`src/rtl/ipm2l_hsstlp_apb_pkg.sv`:
```
// rtl/ipm2l_hsstlp_apb_pkg.sv - shared FSM encoding and HSST target decode constants
package ipm2l_hsstlp_apb_pkg;

  typedef enum logic [1:0] {
    ST_IDLE   = 2'd0,
    ST_SETUP  = 2'd1,
    ST_ACCESS = 2'd2,
    ST_RESP   = 2'd3
  } apb_state_e;

  // addr[15:12] selects the HSST block behind the bridge
  localparam logic [3:0] TGT_CH0  = 4'h0;
  localparam logic [3:0] TGT_CH1  = 4'h1;
  localparam logic [3:0] TGT_CH2  = 4'h2;
  localparam logic [3:0] TGT_CH3  = 4'h3;
  localparam logic [3:0] TGT_PLL0 = 4'h4;
  localparam logic [3:0] TGT_PLL1 = 4'h5;

endpackage

```
`src/rtl/ipm2l_hsstlp_apb_rr_arb.sv`:
```
// rtl/ipm2l_hsstlp_apb_rr_arb.sv - combinational round-robin grant from a rotating start pointer
module ipm2l_hsstlp_apb_rr_arb #(
  parameter int NUM_REQ = 2,
  parameter int IW      = $clog2(NUM_REQ)
) (
  input  logic [NUM_REQ-1:0] req_i,
  input  logic [IW-1:0]      ptr_i,
  output logic [NUM_REQ-1:0] grant_o,
  output logic [IW-1:0]      idx_o,
  output logic               valid_o
);

  int            k;
  logic [IW-1:0] kk;

  always_comb begin
    grant_o = '0;
    idx_o   = '0;
    valid_o = 1'b0;
    k       = 0;
    kk      = '0;
    for (int i = 0; i < NUM_REQ; i++) begin
      k = int'(ptr_i) + i;
      if (k >= NUM_REQ) k = k - NUM_REQ;
      kk = IW'(k);
      if (!valid_o && req_i[kk]) begin
        valid_o   = 1'b1;
        grant_o[kk] = 1'b1;
        idx_o     = kk;
      end
    end
  end

endmodule

```
`src/rtl/ipm2l_hsstlp_apb_arbiter_v1_0.sv`:
```
// rtl/ipm2l_hsstlp_apb_arbiter_v1_0.sv - round-robin sharing of the HSST config APB port
// Optional ACCESS-phase timeout enabled by defining HSST_APB_TIMEOUT_EN.
module ipm2l_hsstlp_apb_arbiter_v1_0
  import ipm2l_hsstlp_apb_pkg::*;
#(
  parameter int NUM_REQ     = 2,
  parameter int TIMEOUT_CYC = 255
) (
  input  logic                  p_cfg_clk,
  input  logic                  p_cfg_rst,
  input  logic [NUM_REQ-1:0]    req_valid,
  input  logic [NUM_REQ-1:0]    req_write,
  input  logic [16*NUM_REQ-1:0] req_addr,
  input  logic [8*NUM_REQ-1:0]  req_wdata,
  output logic [NUM_REQ-1:0]    req_ready,
  output logic [NUM_REQ-1:0]    rsp_valid,
  output logic [7:0]            rsp_rdata,
  output logic                  rsp_err,
  output logic                  busy,
  output logic                  p_cfg_psel,
  output logic                  p_cfg_enable,
  output logic                  p_cfg_write,
  output logic [15:0]           p_cfg_addr,
  output logic [7:0]            p_cfg_wdata,
  input  logic                  p_cfg_ready,
  input  logic [7:0]            p_cfg_rdata
);

  localparam int IW = $clog2(NUM_REQ);

  if (NUM_REQ < 2 || NUM_REQ > 8 || TIMEOUT_CYC < 1) begin : g_param_check
    $error("ipm2l_hsstlp_apb_arbiter_v1_0: NUM_REQ must be 2..8 and TIMEOUT_CYC >= 1");
  end

  apb_state_e         state_q;
  logic [IW-1:0]      ptr_q, ptr_d;
  logic [NUM_REQ-1:0] owner_q, req_ready_q, rsp_valid_q;
  logic [NUM_REQ-1:0] grant_oh;
  logic [IW-1:0]      grant_idx;
  logic               grant_vld;
  logic               busy_q, psel_q, enable_q, write_q;
  logic [15:0]        addr_q, sel_addr;
  logic [7:0]         wdata_q, sel_wdata, rdata_q;
  logic               sel_write;

  ipm2l_hsstlp_apb_rr_arb #(.NUM_REQ(NUM_REQ), .IW(IW)) u_rr_arb (
    .req_i   (req_valid),
    .ptr_i   (ptr_q),
    .grant_o (grant_oh),
    .idx_o   (grant_idx),
    .valid_o (grant_vld)
  );

  assign ptr_d = (grant_idx == IW'(NUM_REQ - 1)) ? '0 : grant_idx + 1'b1;

  // One-hot mux keeps the requester buses out of variable-index selects
  always_comb begin
    sel_addr  = '0;
    sel_wdata = '0;
    sel_write = 1'b0;
    for (int i = 0; i < NUM_REQ; i++) begin
      sel_addr  = sel_addr  | (req_addr[16*i +: 16] & {16{grant_oh[i]}});
      sel_wdata = sel_wdata | (req_wdata[8*i +: 8]  & {8{grant_oh[i]}});
      sel_write = sel_write | (req_write[i] & grant_oh[i]);
    end
  end

`ifdef HSST_APB_TIMEOUT_EN
  localparam int CNT_W = (TIMEOUT_CYC > 255) ? $clog2(TIMEOUT_CYC + 1) : 8;
  localparam logic [CNT_W-1:0] CNT_LAST = CNT_W'(TIMEOUT_CYC - 1);
  logic [CNT_W-1:0] to_cnt_q;
  logic             rsp_err_q;
  assign rsp_err = rsp_err_q;
`else
  assign rsp_err = 1'b0;
`endif

  always_ff @(posedge p_cfg_clk) begin
    if (p_cfg_rst) begin
      state_q     <= ST_IDLE;
      ptr_q       <= '0;
      owner_q     <= '0;
      req_ready_q <= '0;
      rsp_valid_q <= '0;
      rdata_q     <= '0;
      busy_q      <= 1'b0;
      psel_q      <= 1'b0;
      enable_q    <= 1'b0;
      write_q     <= 1'b0;
      addr_q      <= '0;
      wdata_q     <= '0;
`ifdef HSST_APB_TIMEOUT_EN
      to_cnt_q    <= '0;
      rsp_err_q   <= 1'b0;
`endif
    end else begin
      req_ready_q <= '0;
      rsp_valid_q <= '0;
      case (state_q)
        ST_IDLE: begin
          if (grant_vld) begin
            req_ready_q <= grant_oh;
            owner_q     <= grant_oh;
            write_q     <= sel_write;
            addr_q      <= sel_addr;
            wdata_q     <= sel_wdata;
            ptr_q       <= ptr_d;
            busy_q      <= 1'b1;
            psel_q      <= 1'b1;
            state_q     <= ST_SETUP;
          end
        end
        ST_SETUP: begin
          enable_q <= 1'b1;
          state_q  <= ST_ACCESS;
`ifdef HSST_APB_TIMEOUT_EN
          to_cnt_q <= '0;
`endif
        end
        ST_ACCESS: begin
          if (p_cfg_ready) begin
            psel_q      <= 1'b0;
            enable_q    <= 1'b0;
            rsp_valid_q <= owner_q;
            rdata_q     <= write_q ? 8'h00 : p_cfg_rdata;
            state_q     <= ST_RESP;
`ifdef HSST_APB_TIMEOUT_EN
            rsp_err_q   <= 1'b0;
          end else if (to_cnt_q == CNT_LAST) begin
            psel_q      <= 1'b0;
            enable_q    <= 1'b0;
            rsp_valid_q <= owner_q;
            rdata_q     <= 8'h00;
            rsp_err_q   <= 1'b1;
            state_q     <= ST_RESP;
          end else begin
            to_cnt_q    <= to_cnt_q + 1'b1;
`endif
          end
        end
        ST_RESP: begin
          busy_q  <= 1'b0;
          state_q <= ST_IDLE;
        end
        default: state_q <= ST_IDLE;
      endcase
    end
  end

  assign req_ready    = req_ready_q;
  assign rsp_valid    = rsp_valid_q;
  assign rsp_rdata    = rdata_q;
  assign busy         = busy_q;
  assign p_cfg_psel   = psel_q;
  assign p_cfg_enable = enable_q;
  assign p_cfg_write  = write_q;
  assign p_cfg_addr   = addr_q;
  assign p_cfg_wdata  = wdata_q;

endmodule

```
`config.mk`:
```
export PLATFORM = sky130hd
export DESIGN_NAME = ipm2l_hsstlp_apb_arbiter_v1_0
export DESIGN_NICKNAME = d
export VERILOG_FILES = /design/src/rtl/ipm2l_hsstlp_apb_pkg.sv /design/src/rtl/ipm2l_hsstlp_apb_rr_arb.sv /design/src/rtl/ipm2l_hsstlp_apb_arbiter_v1_0.sv
export SDC_FILE = /design/constraint.sdc
export NUM_CORES = 1
export LEC_CHECK = 0
export BUFFER_PORTS_ARGS = -buffer_cell sky130_fd_sc_hd__buf_2
export CELL_PAD_IN_SITES_DETAIL_PLACEMENT = 0
export CELL_PAD_IN_SITES_GLOBAL_PLACEMENT = 1
export CORE_UTILIZATION = 29
export DETAILED_ROUTE_END_ITERATION = 7
export PLACE_DENSITY_LB_ADDON = 0.1
export SLEW_MARGIN = 0
export SYNTH_ARGS = -nofsm -noshare
export SYNTH_HDL_FRONTEND = slang
export SYNTH_SLANG_ARGS = --single-unit
export TNS_END_PERCENT = 5
```
`constraint.sdc`:
```
create_clock -name p_cfg_clk -period 1.5 [get_ports p_cfg_clk]
set_input_delay 0.075 -clock p_cfg_clk [delete_from_list [all_inputs] [get_ports p_cfg_clk]]
set_output_delay 0.075 -clock p_cfg_clk [all_outputs]
set_load 0.005 [all_outputs]
```
==> flow_summary.ini <==
[outcome]
status = finished clean

[critical_path]
critical_path.max_fanout = 9
reg2reg_to = p_cfg_addr[2]$_SDFFE_PP0P_
worstPathRequired_ns = 1.69
crit_path_start_kind = register
r2r_cells = 7
cpPeakStageDelay_ns = 0.33
r2r_setup_slack_ns = 0.05
cp_slowest_cell = dfxtp_2
r2r_start = state_q[0]$_SDFFE_PP0P_
critPathKind = register to register
crit_arrival_ns = 1.65
worstPathCellList = inv_2 -> ha_2 -> buf_4 -> o21a_4 -> clkbuf_16 -> nor2_1 -> a2111oi_2
cp-end-kind = register

[logic_synthesis]
synth-main-ff-cell = dfxtp_1
synth.cells.most_frequent = 45 x dfxtp_1, 30 x inv_1, 28 x nor2_1
netlist.area_leader.share_pct = 42.8
async_flop_share_pct = 0
seq_area_frac_synth_pct = 42.8
yosys.cell_types.count = 26
syn_area_per_cell_um2 = 9.00
synthCells = 234
synth_most_common_cell = dfxtp_1
syn_area_um2 = 2110
synth.net_count = 302
yosysTopAreaCell = dfxtp_1
yosysWarnings = 0
synth-edff-count = 0
synth_seq_cells = 45
ys_top_cells_by_area = dfxtp_1 43%, a2111oi_2 14%, nor3_1 5.9%

[floorplan]
die_h_um = 87.2
io_pins = 104
fp.dieArea_um2 = 7610
coreArea_um2 = 6910
core.rowCount = 30
fp.dieW_um = 87.2
start_util_pct = 30.5

[cts]
cts_buffers = 5
clkLatencyLatePin_ns = 0.29
root_buffer = clkbuf_8
htree_levels = 2
path_clk_slew_ns = 0.08
clkSinkCount = 45
cts_tree = yes
cts.path.max_buffers = 2

[placement]
io_buffer_count = 102
gp_congestion = 0.730
dp_cells = 432
dp_hpwl_um = 4180

[flow_run]
max_cap_viol_count = 0

[timing]
finalSetupViolations = 0
slew_violations = 0
finalHoldViolCount = 0
max_freq_ghz = 0.688
holdWs_ns = 0.0318
min_period_ns = 1.45
finClkSkew_ns = 0.00446
worstMarginPinSlew_ns = 0.562
maxSlewHeadroom_pct = 62.5
fin_setup_tns_ns = 0
fin_crit_sh_pct = 96.9
rsz0062_at_grt = true

[detailed_routing]
detail-route-antenna-nets = 0
vias_per_cell = 4.58
finalWirelength_um = 6010
drc = 0
vias = 2029
wl_per_cell_um = 13.6
drt_iter0_markers = 27
dr.pass1.iters = 4

[grt]
grt_max_degree = 21
overflow = 0
grt.total_usage_pct = 15.7
grt_pass1_wl_um = 9310
grt_antenna_before_repair = 0
grt_pass1_vias = 1944

[worst_hold_path]
whs_endpoint = p_cfg_wdata[3]$_SDFFE_PP0P_
hp-start = req_wdata[3]
holdPathStages = 3
min_path_type = primary input to register

[final_layout]
drive_above_1_share_pct = 48.4
final_cell_count_no_fill = 443
antenna_cells = 0
area_growth_pct = 41.8
fill_cells = 758
final_net_count = 416

[power]
powerDensity_nw_per_um2 = 1620
swShare_pct = 37.3
peakVddDrop_uv = 637
power.share.sequential_pct = 35.6
leakagePower_nw = 1.40
p_comb_share_pct = 50.0
power.share.clock_pct = 14.3
p_total_mw = 4.84
p_sw_mw = 1.81
p_int_mw = 3.04
==> layout make-up <==
cell class / instances / area [um2] / share of cell area [%]
Timing Repair Buffer: 125 / 739 / 24.7
Sequential cell: 45 / 903 / 30.2
Clock buffer: 5 / 68.8 / 2.30
Multi-Input combinational cell: 141 / 1040 / 34.8
Tap cell: 96 / 120 / 4.02
Inverter: 30 / 113 / 3.77
Clock inverter: 1 / 5.00 / 0.168
==> how the worst max path moves through the flow <==
stage	cells past startpoint	start	slack, ns	end
final	7	state_q[0]$_SDFFE_PP0P_	0.05	p_cfg_addr[2]$_SDFFE_PP0P_
after global routing	7	state_q[1]$_SDFFE_PP0P_	-0.04	p_cfg_wdata[7]$_SDFFE_PP0P_
after CTS	7	state_q[0]$_SDFFE_PP0P_	-0.03	p_cfg_wdata[7]$_SDFFE_PP0P_
after detailed placement	5	state_q[0]$_SDFFE_PP0P_	-0.37	p_cfg_write$_SDFFE_PP0P_
after global placement	5	state_q[0]$_SDFFE_PP0P_	-0.35	p_cfg_write$_SDFFE_PP0P_
after floorplan	6	state_q[0]$_SDFFE_PP0P_	0.008	p_cfg_addr[0]$_SDFFE_PP0P_
==> metal layers <==
metal / wire [um] / track usage, % / part of all wire [%]
met1: 2910 / 20.5 / 48
met4: 55 / 4.02 / 0.92
met5: 0 / 0 / 0
met2: 2760 / 26.0 / 46
met3: 291 / 3.79 / 4.8
==> cells by family (layout without fill, tap and decap cells) <==
| family | count (synthesis) | count (layout) | synth area share [%] |
|---|---|---|---|
| fa+ha+maj | 5 | 5 | 2.97 |
| mux | 1 | 1 | 0.475 |
| flops | 45 | 45 | 42.8 |
| simple gates | 86 | 86 | 19.8 |
| buf+inv | 49 | 161 | 11.1 |
| compound gates | 47 | 48 | 22.7 |
| other cells | 1 | 1 | 0.178 |
==> metrics by stage <==
stage	util (%)	setup WS [ns]	cell area, um2
final	43.3	0.0460	2990
after global routing	43.3	-0.0399	2990
after CTS	41.9	-0.0343	2890
after detailed placement	40.1	-0.372	2770
after global placement	40.1	-0.352	2770
after floorplan	-	0.00848	2110
==> cell usage in the layout, fill, tap and decap left out, drive strengths merged <==
cell type / n
a2111oi: 25
ha: 5
conb: 1
nor2: 28
nand2b: 1
nor2b: 2
mux2i: 1
o31a: 1
a21o: 1
o21ai: 2
clkinv: 1
clkbuf: 7
nand2: 17
nor3b: 3
nand4b: 8
nor3: 25
a21oi: 17
o21a: 2
buf: 123
dfxtp: 45
inv: 30
or2: 2
==> power by group through the flow <==
| stage | sequential (mW) | clock [mW] | combinational (mW) |
|---|---|---|---|
| after global placement | 1.74 | 0 | 2.10 |
| after CTS | 1.72 | 0.735 | 2.22 |
| after global routing | 1.77 | 0.772 | 2.67 |
| after floorplan | 1.76 | 0 | 1.32 |
| final | 1.73 | 0.695 | 2.42 |
| after detailed placement | 1.74 | 0 | 2.11 |
==> repair_timing <==
item | in CTS | in global routing
gates cloned | 1 | 2
hold buffers | 0 | 0
pin swaps | 0 | 10
resized for setup | 2 | 23
setup buffers | 2 | 0
endpoints found under the setup margin | 25 | 34
==> registers in the layout, indices dropped and copies added, names as in the netlist, named ones only <==
signal	flops
p_cfg_addr	16
p_cfg_enable	1
req_ready	2
owner_q	2
p_cfg_wdata	8
busy	1
rsp_rdata	8
state_q	2
p_cfg_write	1
rsp_valid	2
p_cfg_psel	1
==> critical path: cells and delay by family, from the launching register on <==
family	cells	cell delay (ns)
buf+inv	3	0.33
compound gates	2	0.47
simple gates	1	0.05
fa+ha+maj	1	0.18
flops	1	0.33
Power figures use the tool's default switching activity.
